## src/rtl/mem_port_arbiter.sv

```systemverilog
// Shares one backend memory port between instruction fetch and the LSU.
// Owner is latched in IDLE; a single transaction is in flight at a time.
module mem_port_arbiter #(
  parameter int INDEX_WIDTH = 64,
  parameter int DATA_WIDTH  = 64
) (
  input  logic                   clock,
  input  logic                   reset_n,
  input  logic                   if_req_valid,
  output logic                   if_req_ready,
  input  logic [INDEX_WIDTH-1:0] if_req_index,
  input  logic                   if_flush,
  output logic                   if_done,
  output logic [DATA_WIDTH-1:0]  if_rdata,
  input  logic                   opload_index_valid,
  output logic                   opload_index_ready,
  input  logic [INDEX_WIDTH-1:0] opload_index,
  output logic                   opload_operation_done,
  output logic [DATA_WIDTH-1:0]  opload_read_data,
  input  logic                   opstore_index_valid,
  output logic                   opstore_index_ready,
  input  logic [INDEX_WIDTH-1:0] opstore_index,
  input  logic [DATA_WIDTH-1:0]  opstore_write_data,
  input  logic [DATA_WIDTH-1:0]  opstore_write_mask,
  output logic                   opstore_operation_done,
  output logic                   mem_req_valid,
  input  logic                   mem_req_ready,
  output logic                   mem_req_write,
  output logic [INDEX_WIDTH-1:0] mem_req_index,
  output logic [DATA_WIDTH-1:0]  mem_req_wdata,
  output logic [DATA_WIDTH-1:0]  mem_req_wmask,
  input  logic                   mem_rsp_done,
  input  logic [DATA_WIDTH-1:0]  mem_rsp_rdata
);

  typedef enum logic [1:0] {IDLE, GRANT, OUTSTANDING} state_t;
  typedef enum logic [1:0] {OWN_NONE, OWN_FETCH, OWN_LOAD, OWN_STORE} owner_t;

  state_t state, state_next;
  owner_t owner, owner_next;
  logic   rr_lsu, rr_lsu_next;
  logic   squash, squash_next;
  logic   fetch_req, lsu_req;

  always_ff @(posedge clock or negedge reset_n) begin
    if (!reset_n) begin
      state  <= IDLE;
      owner  <= OWN_NONE;
      rr_lsu <= 1'b1;
      squash <= 1'b0;
    end else begin
      state  <= state_next;
      owner  <= owner_next;
      rr_lsu <= rr_lsu_next;
      squash <= squash_next;
    end
  end

  always_comb begin
    state_next             = state;
    owner_next             = owner;
    rr_lsu_next            = rr_lsu;
    squash_next            = squash;
    if_req_ready           = 1'b0;
    if_done                = 1'b0;
    if_rdata               = '0;
    opload_index_ready     = 1'b0;
    opload_operation_done  = 1'b0;
    opload_read_data       = '0;
    opstore_index_ready    = 1'b0;
    opstore_operation_done = 1'b0;
    mem_req_valid          = 1'b0;
    mem_req_write          = 1'b0;
    mem_req_index          = '0;
    mem_req_wdata          = '0;
    mem_req_wmask          = '0;
    fetch_req              = if_req_valid & ~if_flush;
    lsu_req                = opload_index_valid | opstore_index_valid;

    case (state)
      IDLE: begin
        if (fetch_req || lsu_req) begin
          state_next = GRANT;
          if (fetch_req && (!lsu_req || !rr_lsu))
            owner_next = OWN_FETCH;
          else
            owner_next = opload_index_valid ? OWN_LOAD : OWN_STORE;
        end
      end

      GRANT: begin
        case (owner)
          OWN_FETCH: begin
            mem_req_index = if_req_index;
            // A flush abandons the fetch before it can fire.
            if (if_flush) begin
              state_next = IDLE;
              owner_next = OWN_NONE;
            end else begin
              mem_req_valid = if_req_valid;
              if_req_ready  = mem_req_ready;
            end
          end
          OWN_LOAD: begin
            mem_req_valid      = opload_index_valid;
            mem_req_index      = opload_index;
            opload_index_ready = mem_req_ready;
          end
          OWN_STORE: begin
            mem_req_valid       = opstore_index_valid;
            mem_req_write       = 1'b1;
            mem_req_index       = opstore_index;
            mem_req_wdata       = opstore_write_data;
            mem_req_wmask       = opstore_write_mask;
            opstore_index_ready = mem_req_ready;
          end
          default: begin
            state_next = IDLE;
            owner_next = OWN_NONE;
          end
        endcase
        if (mem_req_valid && mem_req_ready)
          state_next = OUTSTANDING;
      end

      OUTSTANDING: begin
        if (mem_rsp_done) begin
          case (owner)
            OWN_FETCH: begin
              if (!(squash || if_flush)) begin
                if_done  = 1'b1;
                if_rdata = mem_rsp_rdata;
              end
            end
            OWN_LOAD: begin
              opload_operation_done = 1'b1;
              opload_read_data      = mem_rsp_rdata;
            end
            OWN_STORE: opstore_operation_done = 1'b1;
            default: ;
          endcase
          state_next  = IDLE;
          owner_next  = OWN_NONE;
          squash_next = 1'b0;
          rr_lsu_next = (owner == OWN_FETCH);
        end else if (owner == OWN_FETCH && if_flush) begin
          squash_next = 1'b1;
        end
      end

      default: begin
        state_next = IDLE;
        owner_next = OWN_NONE;
      end
    endcase
  end

endmodule

```

## config.mk

```make
export PLATFORM = sky130hd
export DESIGN_NAME = mem_port_arbiter
export DESIGN_NICKNAME = d
export VERILOG_FILES = /design/src/rtl/mem_port_arbiter.sv
export SDC_FILE = /design/constraint.sdc
export NUM_CORES = 1
export LEC_CHECK = 0
export ABC_AREA = 1
export BUFFER_PORTS_ARGS = -buffer_cell sky130_fd_sc_hd__buf_2
export CORE_AREA = 5 5 277 279
export DETAILED_ROUTE_END_ITERATION = 6
export DIE_AREA = 0 0 282 284
export PLACE_DENSITY = 0.3
export RECOVER_POWER = 50
export SLEW_MARGIN = 10
export SYNTH_ARGS = -nofsm -noshare
export SYNTH_HDL_FRONTEND = slang
export SYNTH_SLANG_ARGS = --single-unit
```

## constraint.sdc

```tcl
create_clock -name clock -period 1.5 [get_ports clock]
set_input_delay 0.225 -clock clock [delete_from_list [all_inputs] [get_ports clock]]
set_output_delay 0.225 -clock clock [all_outputs]
set_load 0.03 [all_outputs]
```

==> summary.txt <==
Pwr
  • Peak supply drop: 0.683 mV
  • Pint: 6.50 mW
  • Sw Ratio: 0.575
  • P per Cell Area: 1150 nW/um2
  • Comb power frac: 0.949
  • Sw Pwr: 8.79 mW
  • Clock Power Share: 0.030
  • Sequential power share: 0.021
  • Overall power: 15.3 mW
  • Pleak: 6.82 nW

Timing
  • Final worst path period need: 1970 ps
  • Slew Viols, Final: 0
  • Final setup TNS: -126270 ps
  • Setup ws final: -471 ps
  • Final period util: 1.31
  • Rel. slew slack: 0.707
  • F_max: 507 MHz
  • RSZ-0062 raised after global routing: yes
  • Finish-stage setup viols: 331
  • Worst-margin pin slew: 439 ps
  • Final Hold Vio Count: 0
  • Clock Skews: 4.40 ps

Drt
  • Drt pass-1 iters: 5
  • Antenna-violating nets left: 0
  • Drt total wl: 41400 um
  • WL/cell: 15.1 um
  • DRC viols: 0
  • Initial DRC Count: 233
  • DR vias: 8924
  • Via density: 3.25

Worst hold path
  • Min-Delay Path Depth: 4
  • Hold endpoint: owner[0]$_DFFE_PN0P_
  • Hold path startpoint: opload_index_valid
  • Hold/Removal Path Class: in2reg

Placement
  • Placed Cells incl. Taps: 2698
  • DPL Wire Length: 33500 um
  • # port buffers: 719
  • RD Place Congestion: 0.863

CTS
  • H-tree depth: 1
  • Clk root buf: clkbuf_16
  • Clock buffer count from CTS: 3
  • Clock slew at reported path FFs: 40 ps
  • Clock Latency Late Sink: 230 ps
  • Sink Count: 6
  • CTS tree: done
  • Clk buf depth: 2

Worst setup path
  • R2R Setup Slk: -60 ps
  • Crit path max-delay family: buffers and inverters
  • Crit Path Category: reg2out
  • CP Max Fanout: 11
  • Reg2reg end: owner[1]$_DFFE_PN0P_
  • R2R cell count: 8
  • Slowest CP cell: dfrtp_2
  • R2R Path Start: state[0]$_DFFE_PN0P_
  • Worst setup SP type: flop
  • CP max stage delay: 430 ps
  • Crit. path cell count: 8
  • CP Data Required Time: 1270 ps
  • CP arrival: 1750 ps
  • Crit path cell chain: inv_2 -> nand2_8 -> buf_4 -> nor2_4 -> inv_8 -> buf_16 -> nor2_4 -> buf_4
  • Crit path buf inv count: 5
  • Critical path capture point type: output port

Global route
  • Initial antenna violation count: 7
  • Global router's overall resource usage: 0.0917
  • Vias in the first global route: 9170
  • First-pass GRT wire length: 56800 um
  • Largest net degree at the start of global routing: 28
  • Residual overflow from global routing: 0

Yosys
  • Post-Syn Area: 4290 um2
  • Yosys warning count: 0
  • Distinct cells, synth: 20
  • Leading area contributor after synthesis: nand2_1
  • Register area share after synthesis: 0.0353
  • Yosys top cell area share: 0.352
  • Flops & latches, synth: 6
  • Syn_nets: 1365
  • Synth Area per Inst: 4.41 um2
  • Mapped Cells: 973
  • Top cells by area, synth: nand2_1 35%, nor2_1 16%, inv_1 12%, nor2_2 11%, nand3_1 8.2%

Floorplanning
  • Die height: 284 um
  • Core area: 73900 um2
  • DIE AREA: 80100 um2
  • Die X: 282 um
  • Initial core utilization: 0.0581
  • Std-Cell Rows: 100
  • IO Count: 720

Outcome
  • Run status: finished, violations left
  • Failing checks: setup timing

Cells and area
  • Post-Layout Cell Count: 2742
  • Commonest non-fill, non-tap cell in the layout: buf_2
  • Area grow syn2layout: 210%
  • Layout cells sized above 1: 0.692
  • Most frequent cells in the layout: 489 x buf_2, 372 x nand2_1, 188 x nor2_4
  • Post-layout util: 0.180
  • Fin nets: 2163

Job
  • Max-Cap Viols: 0
-- routing by layer --
metal	global-route usage	wire [um]
met5	0	55
met4	0.0135	550
met3	0.0194	3020
met2	0.186	22800
met1	0.0970	14900
-- metrics by stage --
| stage | area, um2 | setup slack [ps] | hold WS, ps |
|---|---|---|---|
| 4_1_cts | 12600 | -483 | 346 |
| 3_5_place_dp | 11000 | -370 | 82.7 |
| 5_1_grt | 13300 | -553 | 371 |
| 2_1_floorplan | 5580 | -224 | -70.6 |
| 6_report | 13300 | -471 | 341 |
| 3_3_place_gp | 11000 | -374 | 82.2 |
-- cells by family after synthesis --
family / share of synthesized area
buffers and inverters: 0.229
and+or+nand+nor: 0.724
AOI/OAI and AO/OA: 0.0120
DFF: 0.0353
-- cell usage after synthesis, drive strengths merged --
| cell type | number |
|---|---|
| o21bai | 1 |
| inv | 144 |
| dfstp | 1 |
| clkbuf | 14 |
| o211ai | 1 |
| nor3 | 2 |
| nor2 | 267 |
| nand4 | 3 |
| nand2 | 403 |
| a21oi | 2 |
| o21ai | 4 |
| nand3 | 70 |
| dfrtp | 5 |
| a31oi | 1 |
| buf | 55 |
-- power groups by stage --
stage	combinational (mW)	sequential (mW)	clock, mW
global route	15.6	0.329	0.489
global placement	12.2	0.305	0
CTS	14.6	0.312	0.466
detailed placement	12.1	0.308	0
finish	14.5	0.316	0.458
floorplan	7.36	0.288	0
-- flip-flops by register name (all words and copies together), names as in the netlist --
name    flops
squash      1
owner       2
state       2
rr_lsu      1
-- worst min-delay path: stages --
cell and delay, ps:
buf_2 110, nand2_1 60, nand2_1 60, o21ai_0 80
-- area by class of cell --
type / instances / area, um2
diodes: 3 / 7.51
repair buffers: 861 / 6550
inverters: 144 / 572
well taps: 969 / 1210
clock buffers: 4 / 78.8
multi-input cells: 754 / 4710
fillers: 8480 / 60700
flip-flops and latches: 6 / 154
repair inverters: 1 / 8.76
-- how the worst max path moves through the flow --
stage	end	start
after floorplan	opload_read_data[23]	state[0]$_DFFE_PN0P_
after detailed placement	mem_req_index[40]	owner[1]$_DFFE_PN0P_
after global routing	mem_req_index[30]	owner[0]$_DFFE_PN0P_
final	opload_read_data[10]	owner[0]$_DFFE_PN0P_
after CTS	if_rdata[4]	state[1]$_DFFE_PN0P_
after global placement	mem_req_index[40]	owner[1]$_DFFE_PN0P_
-- repair_timing --
action | 4_1_cts | 5_1_grt
endpoints found under the setup margin | 331 | 331
resized for setup | 347 | 155
pin swaps | 20 | 11
cloned | 10 | 7
setup buffers | 19 | 1
hold endpoints to repair | 5 | 0
hold buffers | 1 | 0
Power figures use the tool's default switching activity.
